$ cat src/rtl/rx_link_ctrl.sv
// ---------------------------------------------------------------------------
// rx_link_ctrl
//
// Link bring-up and frame supervisor for a DPHY/CSI-style receive path.
// Sequences DPHY power-down, waits for byte-clock PLL lock, holds the receiver
// in reset for a fixed time, then synchronises to the first VSS short packet.
// While locked it counts active-video long packets per frame, flags word-count
// and line-count mismatches, and keeps a saturating error total. Three events
// trigger recovery: watchdog expiry, PLL lock loss, or a run of consecutive bad
// frames.
//
// Build option:
//   RX_LINK_AUTO_RECOVER_EN  defined   : recovery re-runs the power-up sequence
//                            undefined : recovery parks in FAULT until reset_i
//
// Ports:
//   clk_byte_fr_i  in   1  sole clock; all outputs registered on it
//   reset_i        in   1  synchronous reset, active-high
//   pll_lock_i     in   1  byte-clock PLL lock
//   sp_en_i        in   1  short-packet strobe
//   dt_i           in   6  data type, valid with sp_en_i (6'h01 = VSS)
//   lp_av_en_i     in   1  active-video long-packet strobe
//   wc_i           in  16  word count, valid with lp_av_en_i
//   pd_dphy_o      out  1  DPHY power-down
//   rx_reset_n_o   out  1  receiver/B2P reset, active-low
//   link_up_o      out  1  high while LOCKED
//   frame_start_o  out  1  one-cycle pulse per accepted VSS
//   wc_err_o       out  1  one-cycle pulse on word-count mismatch
//   frame_err_o    out  1  one-cycle pulse on line-count mismatch
//   line_cnt_o     out 12  packets seen in the current frame
//   err_cnt_o      out  8  total errors (saturating)
//   state_o        out  3  state encoding
// ---------------------------------------------------------------------------
`timescale 1ns/1ps

module rx_link_ctrl #(
  parameter logic [15:0] PD_CYCLES  = 16'd1024,
  parameter logic [15:0] RST_CYCLES = 16'd16,
  parameter logic [15:0] EXP_WC     = 16'd3840,
  parameter logic [11:0] EXP_LINES  = 12'd1024,
  parameter logic [23:0] WDT_CYCLES = 24'd4000000,
  parameter logic [2:0]  ERR_LIMIT  = 3'd4
) (
  input  logic        clk_byte_fr_i,
  input  logic        reset_i,
  input  logic        pll_lock_i,
  input  logic        sp_en_i,
  input  logic [5:0]  dt_i,
  input  logic        lp_av_en_i,
  input  logic [15:0] wc_i,
  output logic        pd_dphy_o,
  output logic        rx_reset_n_o,
  output logic        link_up_o,
  output logic        frame_start_o,
  output logic        wc_err_o,
  output logic        frame_err_o,
  output logic [11:0] line_cnt_o,
  output logic [7:0]  err_cnt_o,
  output logic [2:0]  state_o
);

  typedef enum logic [2:0] {
    PWRDN     = 3'd0,
    WAIT_LOCK = 3'd1,
    RST_HOLD  = 3'd2,
    WAIT_VSS  = 3'd3,
    LOCKED    = 3'd4,
    FAULT     = 3'd5
  } state_t;

`ifdef RX_LINK_AUTO_RECOVER_EN
  localparam state_t REC_STATE = PWRDN;
`else
  localparam state_t REC_STATE = FAULT;
`endif

  localparam logic [5:0] DT_VSS = 6'h01;

  // Saturating helpers for the frame/error counters.
  function automatic logic [11:0] sat_inc12(input logic [11:0] v);
    return (v == 12'hFFF) ? v : v + 12'd1;
  endfunction

  function automatic logic [7:0] sat_add8(input logic [7:0] v, input logic [1:0] inc);
    logic [8:0] s;
    s = {1'b0, v} + {7'd0, inc};
    return s[8] ? 8'hFF : s[7:0];
  endfunction

  state_t      state;
  state_t      state_nxt;
  logic [15:0] phase_cnt;
  logic [23:0] wdt_cnt;
  logic [2:0]  bad_cnt;
  logic [11:0] line_cnt;
  logic [7:0]  err_cnt;

  logic       vss;
  logic       in_link;
  logic       vss_acc;
  logic       activity;
  logic       wdt_on;
  logic       wdt_hit;
  logic       pd_done;
  logic       rst_done;
  logic       pll_lost;
  logic       frame_bad;
  logic       wc_bad;
  logic [3:0] bad_inc;
  logic       bad_limit;
  logic       rec_event;
  logic [1:0] err_inc;

  always_comb begin
    vss      = sp_en_i && (dt_i == DT_VSS);
    in_link  = (state == WAIT_VSS) || (state == LOCKED);
    vss_acc  = in_link && vss;
    // Any packet traffic proves the link is alive once the receiver runs.
    activity = in_link && (sp_en_i || lp_av_en_i);
    wdt_on   = (state == WAIT_LOCK) || in_link;
    // Fires on the cycle the count would reach WDT_CYCLES, so the state
    // change lands exactly WDT_CYCLES edges after the last clear.
    wdt_hit  = wdt_on && !activity &&
               (({1'b0, wdt_cnt} + 25'd1) >= {1'b0, WDT_CYCLES});
    pd_done  = ({1'b0, phase_cnt} + 17'd1) >= {1'b0, PD_CYCLES};
    rst_done = ({1'b0, phase_cnt} + 17'd1) >= {1'b0, RST_CYCLES};
    pll_lost = !pll_lock_i && ((state == RST_HOLD) || in_link);

    // Frame check uses the count before any same-cycle packet is added.
    frame_bad = (state == LOCKED) && vss && (line_cnt != EXP_LINES);
    // A packet coincident with an accepted VSS belongs to the new frame and
    // is still word-count checked.
    wc_bad    = lp_av_en_i && ((state == LOCKED) || vss_acc) && (wc_i != EXP_WC);
    bad_inc   = {1'b0, bad_cnt} + 4'd1;
    bad_limit = frame_bad && (bad_inc >= {1'b0, ERR_LIMIT});
    rec_event = wdt_hit || pll_lost || bad_limit;
    err_inc   = {1'b0, wc_bad} + {1'b0, frame_bad};

    state_nxt = state;
    if (rec_event) begin
      state_nxt = REC_STATE;
    end else begin
      case (state)
        PWRDN:     if (pd_done)    state_nxt = WAIT_LOCK;
        WAIT_LOCK: if (pll_lock_i) state_nxt = RST_HOLD;
        RST_HOLD:  if (rst_done)   state_nxt = WAIT_VSS;
        WAIT_VSS:  if (vss)        state_nxt = LOCKED;
        LOCKED:                    state_nxt = LOCKED;
        FAULT:                     state_nxt = FAULT;
        default:                   state_nxt = PWRDN;
      endcase
    end
  end

  always_ff @(posedge clk_byte_fr_i) begin
    if (reset_i) begin
      state         <= PWRDN;
      phase_cnt     <= '0;
      wdt_cnt       <= '0;
      bad_cnt       <= '0;
      line_cnt      <= '0;
      err_cnt       <= '0;
      pd_dphy_o     <= 1'b1;
      rx_reset_n_o  <= 1'b0;
      link_up_o     <= 1'b0;
      frame_start_o <= 1'b0;
      wc_err_o      <= 1'b0;
      frame_err_o   <= 1'b0;
    end else begin
      state <= state_nxt;

      // Level outputs are decoded from the next state so they switch on the
      // same edge as state_o.
      pd_dphy_o    <= (state_nxt == PWRDN) || (state_nxt == FAULT);
      rx_reset_n_o <= (state_nxt == WAIT_VSS) || (state_nxt == LOCKED);
      link_up_o    <= (state_nxt == LOCKED);

      frame_start_o <= vss_acc;
      wc_err_o      <= wc_bad;
      frame_err_o   <= frame_bad;
      err_cnt       <= sat_add8(err_cnt, err_inc);

      if (state_nxt != state) begin
        phase_cnt <= '0;
      end else if ((state == PWRDN) || (state == RST_HOLD)) begin
        phase_cnt <= phase_cnt + 16'd1;
      end

      if ((state_nxt != state) || activity) begin
        wdt_cnt <= '0;
      end else if (wdt_on) begin
        wdt_cnt <= wdt_cnt + 24'd1;
      end

      if (rec_event) begin
        line_cnt <= '0;
        bad_cnt  <= '0;
      end else begin
        if (vss_acc) begin
          line_cnt <= lp_av_en_i ? 12'd1 : 12'd0;
        end else if ((state == LOCKED) && lp_av_en_i) begin
          line_cnt <= sat_inc12(line_cnt);
        end

        if (frame_bad) begin
          bad_cnt <= bad_inc[2:0];
        end else if ((state == LOCKED) && vss) begin
          bad_cnt <= '0;
        end
      end
    end
  end

  assign line_cnt_o = line_cnt;
  assign err_cnt_o  = err_cnt;
  assign state_o    = state;

endmodule

$ cat config.mk
export PLATFORM = sky130hd
export DESIGN_NAME = rx_link_ctrl
export DESIGN_NICKNAME = d
export VERILOG_FILES = /design/src/rtl/rx_link_ctrl.sv
export SDC_FILE = /design/constraint.sdc
export NUM_CORES = 1
export LEC_CHECK = 0
export CORE_MARGIN = 2
export CORE_UTILIZATION = 50
export DETAILED_ROUTE_END_ITERATION = 10
export PLACE_DENSITY = 0.74
export SYNTH_ARGS = -nofsm -noshare
export SYNTH_HDL_FRONTEND = slang
export SYNTH_SLANG_ARGS = --single-unit
$ cat constraint.sdc
create_clock -name clk_byte_fr_i -period 3.6 [get_ports clk_byte_fr_i]
set_input_delay 1.08 -clock clk_byte_fr_i [delete_from_list [all_inputs] [get_ports clk_byte_fr_i]]
set_output_delay 1.08 -clock clk_byte_fr_i [all_outputs]
set_load 0.03 [all_outputs]
==> metrics.cfg <==
[power_and_ir_drop]
p_per_area_nw_per_um2=289
leakagePower_uw=0.00192
ir_worst_vdd_mv=0.216

[sta]
tns_ps=0
fin_worst_skew_ps=11.2
rsz0062_at_grt=no
period_needed_ps=3380
max_freq_mhz=296
finalHoldViolations=0
worst_slew_pin_slew_ps=858
setup_violations=0
holdWs_ps=513
slew_headroom_pct=41.9
drv_slew=0
post-route-period-util_pct=93.9

[die]
die_width_um=94.6
die_area_um2=8950
dieHeight_um=94.6
start_util_pct=50.7
core-area_um2=8090
std_cell_rows=33
io_pins=56

[global_routing]
grt_pass1_vias=3621
track_usage_pct=23.4
grt.overflow.total=0
antenna_found_initial=0
grt_max_degree=25
grt_pass1_wl_um=16600

[critical_path]
cp-end-kind=register
worst-path-buf-inv=1
path_max_fanout=6
slowest_delay_ps=540
cpMaxStageDelayCell=or4_4
arrival_ps=3660
cp.required_ps=3880
path_cells=clkdlybuf4s50_1, nor3b_2, and2_1, o21ai_1, or4_4, a211oi_4, o221ai_4, mux2_2, nor3_2
startpoint_type=primary input
path_class=primary input to register
cpLargestDelayFamily=simple AND/OR/NAND/NOR gates

[yosys]
synth.largest_area_cell=dfxtp_1
synth.top_cells.by_area=dfxtp_1, xor2_1, xnor2_1
netlist.area_leader.share_pct=35.1
ys_seq_area_share_pct=35.1
async_reset_ff_share_pct=0
syn_area_um2=4110
synth.most_common_cell=dfxtp_1
syn_nets=516
avgSynthCellArea_um2=8.56
synthTopCellsByCount=dfxtp_1, nor2_1, nand2_1
ys_ff_latch=72
synth_cell_types=62
synth-edff-count=0
ys_warn_count=0
synth_flop_cell=dfxtp_1
synthCells=480

[clock_network]
cts_max_path_buffers=2
htree_num_levels=3
cts-root-buf=clkbuf_8
cts.clk_slew.worst_paths_ps=70
clk_latency_ps=360
cts_buffers=9
cts.sinks=72
tritoncts=done
cts_hold_buf=0

[detailed_routing]
totalWireLength_um=9990
via_count=3766
drt-pass1-iter-count=5
wl_per_cell_um=15.1
route.detailed.drc=0
vias_per_cell=5.71
antenna_left=0
first_iter_violations=167

[cells_and_area]
diodes=0
drive_above_1_share_pct=15.0
num-nets-final=586
syn2layout_area_growth_pct=25.9
finalInstanceArea_um2=5170

[placed_design]
hpwl_um=6870
place_congestion=0.943
port_buffers=55
post_dp_cell_area_um2=4840

[min_path]
holdCritPathClass=register to register

[job]
cap_viol_max_count=0

[run_status]
outcome=finished clean

[metal layers]
layer	GRT usage (%)	vias up	share of wire, %
li1	-	1848	-
met1	29.4	1792	44
met2	38.2	109	48
met3	5.99	17	5.4
met4	9.30	0	2.2
met5	0	-	0
[where the power goes]
group	total, uW	internal [uW]	leakage, uW	switching (uW)
combinational	73.1	41.7	0.00125	31.4
sequential	804	799	0.000580	4.88
clock	615	318	0.0000941	297
total	1490	1160	0.00192	334
[final timing paths]
| kind | from | end | slack (ps) | cells after the start |
|---|---|---|---|---|
| worst max-delay path | dt_i[0] | wdt_cnt[21] | 220 | 9 |
| worst min-delay path | bad_cnt[2] | bad_cnt[2] | 510 | 1 |
| worst max register to register | wdt_cnt[0] | wdt_cnt[21] | 270 | 9 |
| worst min register to register | bad_cnt[2] | bad_cnt[2] | 510 | 1 |
[state kept, by name (all words and copies together) (netlist names)]
name           flops
state_o            3
rx_reset_n_o       1
frame_start_o      1
frame_err_o        1
wdt_cnt           24
link_up_o          1
wc_err_o           1
bad_cnt            3
phase_cnt         16
err_cnt_o          8
pd_dphy_o          1
line_cnt_o        12
[timing repair]
action,4_1_cts,5_1_grt
gates cloned,1,2
endpoints found under the setup margin,40,41
setup buffers,0,3
pin swaps,0,3
resized for setup,3,14
[logic make-up (layout without fill, tap and decap cells)]
family | Yosys count | after routing | share of synthesized area, %
and+or+nand+nor | 235 | 235 | 32.4
DFF | 72 | 72 | 35.1
xor gates and xnor gates | 59 | 59 | 12.8
AOI/OAI and AO/OA | 57 | 57 | 10.3
buffers and inverters | 40 | 112 | 4.36
adders and majority gates | 9 | 9 | 2.93
muxes | 8 | 11 | 2.13
[cells in the final DEF, fill, tap and decap left out, types with 3 or more instances in the layout]
cell and count:
clkinv_2 3, nor2b_1 6, and2_1 5, clkbuf_1 3
xor2_1 30, buf_4 21, mux2i_1 5, nor3_2 23
xnor2_1 28, nand2_1 31, nand3_1 30, a21oi_1 17
and3_1 10, o31ai_1 3, nand2b_1 3, inv_1 18
dfxtp_1 72, mux2_2 3, o21ai_0 6, clkbuf_8 9
nor3b_1 4, mux2_4 3, ha_1 8, nand4_1 18
nor4_1 8, clkdlybuf4s50_1 51, or2_2 3, and4_1 6
a31oi_1 4, dlymetal6s2s_1 4, nor2_1 48, nor3_1 25
[final cells by class]
cell class | instances | area [um2]
Clock buffer | 12 | 135
Clock inverter | 4 | 45.0
Fill cell | 711 | 2920
Inverter | 18 | 67.6
Multi-Input combinational cell | 371 | 2590
Sequential cell | 72 | 1440
Tap cell | 105 | 131
Timing Repair Buffer | 78 | 758
[metrics by stage]
stage / utilization, % / total power (uW) / setup slack [ps] / instances
finish: 63.9 / 1490 / 220 / 660
global route: 63.9 / 1550 / 57.6 / 660
CTS: 62.4 / 1500 / 23.4 / 655
detailed placement: 59.8 / 893 / -565 / 638
global placement: 59.8 / 890 / -478 / 638
floorplan: - / 848 / 262 / 480
No activity file was read; power rests on OpenSTA's default activity.
